===== src/rtl/uart_rx_oversampled.sv =====
// 8N1 UART receiver: 2-flop synchronizer, start-bit validation, 3-sample majority
// vote at each bit centre and a one-entry valid/ready holding register.
module uart_rx_oversampled #(
   parameter int CLOCKS_PER_BAUD = 33
) (
   input  logic       clk_in,
   input  logic       rst_in,
   input  logic       uart_rxd_in,
   output logic [7:0] data_out,
   output logic       valid_out,
   input  logic       ready_in,
   output logic       frame_err_out,
   output logic       overrun_out,
   output logic       busy_out
);

   localparam int CW = (CLOCKS_PER_BAUD > 1) ? $clog2(CLOCKS_PER_BAUD) : 1;
   localparam int M  = CLOCKS_PER_BAUD / 2;
   localparam logic [CW-1:0] CNT_S0   = CW'(M - 1);
   localparam logic [CW-1:0] CNT_S1   = CW'(M);
   localparam logic [CW-1:0] CNT_DEC  = CW'(M + 1);
   localparam logic [CW-1:0] CNT_LAST = CW'(CLOCKS_PER_BAUD - 1);

   typedef enum logic [1:0] {IDLE, START, DATA, STOP} state_t;

   state_t          state_reg, state_next;
   logic [CW-1:0]   cnt_reg, cnt_next;
   logic [2:0]      bit_idx_reg, bit_idx_next;
   logic [7:0]      shift_reg, shift_next;
   logic            sync1_reg, sync2_reg, prev_reg;
   logic            samp0_reg, samp1_reg;
   logic [7:0]      data_reg;
   logic            valid_reg, frame_err_reg, overrun_reg, busy_reg;

   logic            majority, decide, wrap;
   logic            frame_ok, frame_bad;

   // Third vote is the live synchronized sample on the decision edge.
   assign majority = (samp0_reg & samp1_reg) | (samp0_reg & sync2_reg) | (samp1_reg & sync2_reg);
   assign decide   = (cnt_reg == CNT_DEC);
   assign wrap     = (cnt_reg == CNT_LAST);

   always_comb begin
      state_next   = state_reg;
      cnt_next     = wrap ? '0 : cnt_reg + CW'(1);
      bit_idx_next = bit_idx_reg;
      shift_next   = shift_reg;
      frame_ok     = 1'b0;
      frame_bad    = 1'b0;
      case (state_reg)
         IDLE: begin
            cnt_next = '0;
            // Falling edge only, so a line stuck low cannot retrigger.
            if (prev_reg && !sync2_reg) state_next = START;
         end
         START: begin
            if (decide && majority) begin
               state_next = IDLE;
               cnt_next   = '0;
            end else if (wrap) begin
               state_next   = DATA;
               bit_idx_next = 3'd0;
            end
         end
         DATA: begin
            if (decide) shift_next = {majority, shift_reg[7:1]};
            if (wrap) begin
               if (bit_idx_reg == 3'd7) state_next = STOP;
               else bit_idx_next = bit_idx_reg + 3'd1;
            end
         end
         STOP: begin
            // Leave early so a start edge right after the stop bit is caught.
            if (decide) begin
               state_next = IDLE;
               cnt_next   = '0;
               frame_ok   = majority;
               frame_bad  = !majority;
            end
         end
         default: begin
            state_next = IDLE;
            cnt_next   = '0;
         end
      endcase
   end

   always_ff @(posedge clk_in) begin
      if (!rst_in) begin
         state_reg     <= IDLE;
         cnt_reg       <= '0;
         bit_idx_reg   <= 3'd0;
         shift_reg     <= 8'h00;
         sync1_reg     <= 1'b1;
         sync2_reg     <= 1'b1;
         prev_reg      <= 1'b1;
         samp0_reg     <= 1'b1;
         samp1_reg     <= 1'b1;
         data_reg      <= 8'h00;
         valid_reg     <= 1'b0;
         frame_err_reg <= 1'b0;
         overrun_reg   <= 1'b0;
         busy_reg      <= 1'b0;
      end else begin
         sync1_reg   <= uart_rxd_in;
         sync2_reg   <= sync1_reg;
         prev_reg    <= sync2_reg;
         if (cnt_reg == CNT_S0) samp0_reg <= sync2_reg;
         if (cnt_reg == CNT_S1) samp1_reg <= sync2_reg;
         state_reg   <= state_next;
         cnt_reg     <= cnt_next;
         bit_idx_reg <= bit_idx_next;
         shift_reg   <= shift_next;
         busy_reg    <= (state_next != IDLE);

         frame_err_reg <= frame_bad;
         overrun_reg   <= 1'b0;
         if (frame_ok) begin
            if (!valid_reg || ready_in) begin
               data_reg  <= shift_reg;
               valid_reg <= 1'b1;
            end else begin
               overrun_reg <= 1'b1;
            end
         end else if (valid_reg && ready_in) begin
            valid_reg <= 1'b0;
         end
      end
   end

   assign data_out      = data_reg;
   assign valid_out     = valid_reg;
   assign frame_err_out = frame_err_reg;
   assign overrun_out   = overrun_reg;
   assign busy_out      = busy_reg;

endmodule

===== config.mk =====
export PLATFORM = sky130hd
export DESIGN_NAME = uart_rx_oversampled
export DESIGN_NICKNAME = d
export VERILOG_FILES = /design/src/rtl/uart_rx_oversampled.sv
export SDC_FILE = /design/constraint.sdc
export NUM_CORES = 1
export LEC_CHECK = 0
export ABC_AREA = 1
export CAP_MARGIN = 20
export CELL_PAD_IN_SITES_DETAIL_PLACEMENT = 1
export CELL_PAD_IN_SITES_GLOBAL_PLACEMENT = 1
export CORE_UTILIZATION = 40
export DETAILED_ROUTE_END_ITERATION = 10
export PLACE_DENSITY_LB_ADDON = 0.08
export REMOVE_ABC_BUFFERS = 1
export SETUP_SLACK_MARGIN = 0.2
export SLEW_MARGIN = 10
export SYNTH_ARGS = -nofsm -noshare
export SYNTH_HDL_FRONTEND = slang
export SYNTH_SLANG_ARGS = --single-unit

===== constraint.sdc =====
create_clock -name clk_in -period 1.8 [get_ports clk_in]
set_clock_uncertainty 0.05 [all_clocks]
set_input_delay 0.36 -clock clk_in [delete_from_list [all_inputs] [get_ports clk_in]]
set_output_delay 0.36 -clock clk_in [all_outputs]
set_load 0.05 [all_outputs]

[After elaboration in Yosys (flattened, before gate mapping)]
Cells that the tools add are included.
Widths: inputs -> output; s select.
Storage, ports and cells
  register bits after elaboration: 36
  bits of input ports: 4
  output and inout port bits: 12
  word-level logic and storage cells: 73
Cells by class
  $add $sub $neg: 2
  equality and inequality tests: 13
  multiplexer cells: 22
  bitwise operators: 5
  reductions and logical operators: 17
Operators by type and width (number)
  $mux 6: 3
  $pmux 6 s3: 1
  $eq 6x5->1 const B: 2
  $mux 2: 6
  $mux 3: 4
  $ne 2x2->1 const B: 4
  $pmux 2 s4: 1
  $reduce_and 2->1: 4
  $add 6x1->6 const B: 1
  $eq 6x4->1 const B: 1
  $eq 6x6->1 const B: 1
  $mux 1: 6
  $pmux 3 s2: 1
  $reduce_bool 2->1: 3
  $reduce_and 5->1: 1
  $eq 2x2->1 const B: 2
  $add 3x1->3 const B: 1
  $and 1x1->1: 3
  $eq 3x3->1 const B: 1
  $logic_and 1x1->1: 3
  $logic_not 1->1: 3
  $reduce_and 3->1: 1
  $eq 2x1->1 const B: 1
  $logic_not 2->1: 1
  other kinds (3): 4

[Depth between registers and ports, before layout]
Gate-level depths: netlist of run 1.
  depth in word-level cells: 7
  mapped depth: 9
  depth with buffers taken out: 9

[Least setup slack after synthesis of run 1]
OpenSTA, ideal clock, no wires.
  path type: flip-flop to flip-flop
  start point: register valid_reg (netlist: valid_out)
  end point: register data_reg[6] (netlist: data_out[6])
  data arrival time: 1231 ps
  data required time: 1637 ps
  path slack: 407 ps
  stages on the path, launching flop included: 9
  path buffers: 1
  period minus slack after synthesis: 1393 ps
  cell sequence: dfxtp_1 inv_1 nor2_1 inv_1 nand4_4 buf_6 nand2_2 nand2_1 nor2_1
On the way
  longest elaborated chain between the ends: 3
RTL lines
  start, declared: RTL line 33  | logic valid_reg, frame_err_reg, overrun_reg, busy_reg;
  start signal, assigned: RTL line 100  | valid_reg <= 1'b0;
  start signal, assigned: RTL line 121  | valid_reg <= 1'b1;
  start signal, assigned: RTL line 126  | valid_reg <= 1'b0;
  $logic_not 1->1: RTL line 119  | if (!valid_reg || ready_in) begin
  $logic_or 1x1->1: RTL line 119
  $reduce_and 2->1 (no line)
  end signal, assigned: RTL line 120  | data_reg <= shift_reg;
  end, declared: RTL line 32  | logic [7:0] data_reg;
No other way between the ends.
A chain may end at the register's enable or synchronous reset.

==> results of run 1 <==
-- cell type report --
cell class	instances	share of cell area, %
flip-flops and latches	36	37.35
clock inverters	1	0.3891
well taps	48	3.113
inverters	34	6.615
clock buffers	7	4.475
repair buffers	18	8.042
multi-input cells	151	40.01
-- path summary, 6_finish.rpt --
check / start / to / slack (ns) / depth (start not counted)
setup / recovery: rst_in / cnt_reg[2] / 0.29 / 5
hold / removal: sync1_reg / sync2_reg / 0.38 / 1
setup reg to reg: bit_idx_reg[0] / bit_idx_reg[2] / 0.31 / 7
hold reg to reg: sync1_reg / sync2_reg / 0.38 / 1
-- timing repair --
item / CTS / global route
setup endpoints to repair: 0 / 16
setup buffers: 0 / 2
hold endpoints to repair: 0 / 0
resized for setup: 0 / 2
-- placed cells by master (no fill, tap or decap), types with 2 or more instances in the layout --
cell type | synthesis | layout
inv_2 | 3 | 3
o21ai_0 | 9 | 9
nand2_2 | 4 | 4
nor2_1 | 48 | 48
dfxtp_1 | 36 | 36
nor2_4 | 3 | 3
nand4_1 | 3 | 3
a21oi_1 | 3 | 3
xor2_1 | 2 | 2
clkdlybuf4s50_1 | 0 | 3
inv_1 | 30 | 30
clkbuf_8 | 0 | 6
ha_1 | 5 | 4
nand3_1 | 8 | 8
nor4_1 | 2 | 2
nand2_1 | 48 | 48
or2_2 | 2 | 2
nor2_2 | 2 | 2
o21ai_1 | 3 | 2
buf_4 | 0 | 14
nand3_2 | 3 | 3
-- cell families after synthesis --
family / Yosys count
DFF: 36
AOI/OAI and AO/OA: 19
buffers and inverters: 38
xor gates and xnor gates: 2
adders and majority gates: 5
and+or+nand+nor: 125
-- report_power, final --
group          switching [uW]  internal (uW)
Combinational            50.1           29.8
Sequential               5.40            806
Clock                     283            311
-- per-stage QoR --
stage | power, uW | setup WS (ns) | hold WS (ns) | instance area [um^2] | instances
final | 1485 | 0.2920 | 0.3808 | 1929 | 295
after global routing | 1556 | 0.1785 | 0.3960 | 1929 | 295
after CTS | 1507 | 0.2741 | 0.3855 | 1908 | 293
after detailed placement | 910.4 | 0.04407 | 0.3687 | 1814 | 285
after global placement | 905.2 | 0.07523 | 0.3536 | 1814 | 285
after floorplan | 874.4 | 0.4606 | 0.3425 | 1614 | 221
-- routing by layer --
layer	wire [um]	vias up
li1	-	732
met1	1719	643
met2	1835	17
met3	117	7
met4	63	0
met5	0	-
==> summary.txt, run 1 <==
Final net count: 255
Avg Cell Area, Syn: 7.285 um^2
Mux cell area share after synthesis: 0%
LEAKAGE: 0.0009449 uW
Largest family of logic cells by synthesized area: simple AND/OR/NAND/NOR gates
I/O pins: 16
Htree depth: 2
Setup CP Type: input pin to register
Max-slew violations: 0
Worst setup EP type: register
Synth top area cells: dfxtp_1 44%, nand2_1 11%, nor2_1 11%, inv_1 6.9%, ha_1 3.8%
Met1 usage: 23.20%
IO buf count: 15
Fin util: 50.79%
Adder-Cell Fraction of Synth Area: 3.817%
Max incr delay on CP: 0.55 ns
Routed vias: 1399
Routing usage on met3: 5.345%
Yosys warns: 0
Clk buf depth: 2
DRC violations left: 0
Clk_lat worst skew: 0.29 ns
EDFF count, synth: 0
CTS tree: done
Max Cap Viol: 0
Met2 track demand over resource: 34.69%
Area leader, netlist: dfxtp_1
Register Area: 720.7 um^2
Prevailing post-synth register cell: dfxtp_1
Buf/Inv on CP: 2
Vias per inst: 4.742
Top cells by count, synth: 48 x nand2_1, 48 x nor2_1, 36 x dfxtp_1, 30 x inv_1, 9 x o21ai_0
Total track usage: 19.81%
Sequential area share after synthesis: 43.97%
Congestion Overflow GR: 0
Die H: 66.02 um
Compound-cell area share of the yosys netlist: 6.947%
Routability cong.: 0.7327
Core footprint: 3799 um^2
Critical Path, Cell by Cell: clkdlybuf4s50_1 > clkinv_1 > nor3_1 > nand2_1 > nor2_1
VDD IR-drop max: 0.0003613 V
Crit path DAT: 1.68 ns
Slew HR: 78.87%
Largest net degree at the start of global routing: 27
Outcome: finished clean
Crit share post-route: 83.78%
Minimum clock period: 1.508 ns
Share of cells above drive strength 1: 17.41%
Row count: 22
Max Fclk: 663.1 MHz
ANT cells: 0
# clock sinks: 36
Pwr Density: 769.9 nW/um^2
WL/cell: 12.66 um
Post-DP HPWL: 2.717 mm
Post-Synth Simple-Gate Area: 34.89%
Worst Path Required: 1.98 ns
Mapped Cells: 225
Setup TNS: 0 ns
Area grow syn2layout: 17.71%
Fill cells: 483
Final setup violation count: 0
Number of global-route vias before repair: 1450
Fin. Hold Viols: 0
Critical path's slowest cell: clkdlybuf4s50_1
Yosys top cell area share: 43.97%
CP Max Fanout: 10
First-pass GRT wire length: 6.361 mm
CTS clk-pin slew, worst paths: 0.07 ns
Post-Syn Area: 1639 um^2
CTS Buf Count: 5
Critical path launch point type: input pin
Die width: 66.02 um
Initial antenna violation count: 0
Initial drt markers: 41
Routed wire length: 3.735 mm
Post-synthesis register bit count: 36
CTS root buf: clkbuf_8
CP top delay family: buffers and inverters
Library cells used by synthesis: 28
Synth Area in XOR/XNOR: 1.069%
Final ANT Viol Nets: 0
GR peak layer: met2
Hold/Removal Path Class: register to register
Die area: 4358 um^2
Initial core utilization: 43.15%
RSZ-0062 raised after global routing: yes
CTS Hold Bufs: 0
Slew @ Worst Pin: 0.3149 ns
Async set or reset register ratio after synthesis: 0%
Multi-input gate area: 772.0 um^2
First drt pass iteration count: 4
Note: power is estimated with default switching activity, not from simulation.
==> run 2, diff against run 1 <==
==> constraint.sdc (replaced) <==
create_clock -name clk_in -period 1.5 [get_ports clk_in]
set_clock_uncertainty 0.05 [all_clocks]
set_input_delay 0.3 -clock clk_in [delete_from_list [all_inputs] [get_ports clk_in]]
set_output_delay 0.3 -clock clk_in [all_outputs]
set_load 0.05 [all_outputs]
==> summary.txt, run 2 (synthesis gave the netlist of run 1 again) <==
Die area: 4358 um^2
Initial antenna violation count: 0
CP Max Fanout: 5
Final net count: 280
Final ANT Viol Nets: 0
Final setup violation count: 0
Pint: 1394 uW
Number of global-route vias before repair: 1716
CTS clk-pin slew, worst paths: 0.07 ns
Clock power frac: 40.1%
Initial drt markers: 71
Max Cap Viol: 0
Vias per inst: 5.288
Crit share post-route: 99.88%
Initial core utilization: 43.15%
Outcome: finished clean
CTS tree: done
Row count: 22
Share of power burned in registers: 52.5%
Clk buf depth: 2
Critical path launch point type: register
Multi-input gate area: 967.2 um^2
Minimum clock period: 1.498 ns
Commonest non-fill, non-tap cell in the layout: nor2_1
Hold/Removal Path Class: register to register
Psw: 454.7 uW
Worst Path Required: 1.64 ns
Worst setup EP type: register
CTS Buf Count: 5
First-pass GRT wire length: 8.211 mm
Routability cong.: 0.7669
Fin. Hold Viols: 0
Setup CP Type: register to register
Share of cells above drive strength 1: 39.71%
Routed vias: 1692
WL/cell: 19.11 um
Place WS: -0.06635 ns
Max-slew violations: 0
CTS root buf: clkbuf_8
First drt pass iteration count: 4
Area grow syn2layout: 50.69%
IO buf count: 15
Routed wire length: 6.114 mm
Clk_lat worst skew: 0.30 ns
Setup WS post-layout: 0.001838 ns
Die width: 66.02 um
Crit path DAT: 1.64 ns
Net Sw Frac: 24.59%
Max Fclk: 667.5 MHz
# clock sinks: 36
Logic pwr share: 7.4%
Most frequent cells in the layout: 43 x nor2_1, 36 x nand2_1, 28 x dfxtp_1
Register Area: 740.7 um^2
Total track usage: 26.14%
Setup TNS: 0 ns
DRC violations left: 0
Slew HR: 76.69%
Pwr Density: 748.7 nW/um^2
Post-DP HPWL: 2.963 mm
Htree depth: 2
I/O pins: 16
Die H: 66.02 um
CTS Hold Bufs: 0
LEAKAGE: 0.001094 uW
VDD IR-drop max: 0.0004913 V
Minimum hold slack: 0.4332 ns
Slew @ Worst Pin: 0.3460 ns
RSZ-0062 raised after global routing: yes
Largest net degree at the start of global routing: 12
Fill cells: 433
Core footprint: 3799 um^2
ANT cells: 0
Fin util: 65.02%
Congestion Overflow GR: 0
run 2: cell count changes in the layout (fill, tap and decap cells not counted), moves of 6 or more:
cell / before / now
buf_12: 1 / 13
buf_4: 14 / 24
dfxtp_1: 36 / 28
inv_1: 30 / 23
inv_2: 3 / 9
nand2_1: 48 / 36
nand2_2: 4 / 11
run 2: metal layers:
metal | up-vias | wire length, um | share of wire [%] | global-route usage, %
met2 | 53 | 3138 | 51 | 47.07
met3 | 18 | 258 | 4.2 | 6.034
met1 | 830 | 2522 | 41 | 27.28
met5 | - | 0 | 0 | 0
li1 | 791 | - | - | -
met4 | 0 | 195 | 3.2 | 15.69
run 2: what timing repair did:
item | 4_1_cts | 5_1_grt
pin swaps | 14 | 14
cloned | 2 | 0
setup endpoints to repair | 29 | 30
buffers inserted | 5 | 12
gates resized for setup | 39 | 24
run 2: final timing paths:
kind	slack, ns	startpoint	depth (start not counted)	endpoint
max	0.002	samp0_reg	6	data_out[7]
min	0.43	sync1_reg	1	sync2_reg
max reg2reg	0.002	samp0_reg	6	data_out[7]
min reg2reg	0.43	sync1_reg	1	sync2_reg
run 2: per-stage QoR:
step	total power, uW	std cells	area [um^2]
6_report	1849	320	2470
5_1_grt	1914	320	2470
4_1_cts	1839	308	2313
3_5_place_dp	1109	293	2024
3_3_place_gp	1101	293	2024
2_1_floorplan	1049	221	1614
run 2: layout make-up:
type	count	share of cell area (%)
clock buffer	8	3.647
inverter	34	5.268
sequential	36	29.99
multi-input combinational	153	39.16
timing repair buffer	41	19.50
tap	48	2.432
run 2: worst max-delay path, stage by stage (launching register included):
cell and delay (ns):
dfxtp_1 0.39, nand2_1 0.12, a21oi_4 0.28, buf_4 0.17, nand4_4 0.14, nor2_1 0.17, nor2_1 0.07
run 2: power groups by stage:
stage | sequential [uW] | combinational, uW | clock, uW
6_report | 971 | 137 | 741
5_1_grt | 972 | 148 | 794
3_5_place_dp | 998 | 111 | 0
4_1_cts | 972 | 127 | 740
3_3_place_gp | 997 | 104 | 0
2_1_floorplan | 1000 | 49.0 | 0
==> run 3, diff against run 2 <==
--- a/config.mk
+++ b/config.mk
@@ -14,6 +14,7 @@
 export PLACE_DENSITY_LB_ADDON = 0.08
 export REMOVE_ABC_BUFFERS = 1
 export SETUP_SLACK_MARGIN = 0.2
+export SKIP_LAST_GASP = 1
 export SLEW_MARGIN = 10
 export SYNTH_ARGS = -nofsm -noshare
 export SYNTH_HDL_FRONTEND = slang
==> results of run 3 <==
Final layout, timing and power as in run 2 (identical DEF).
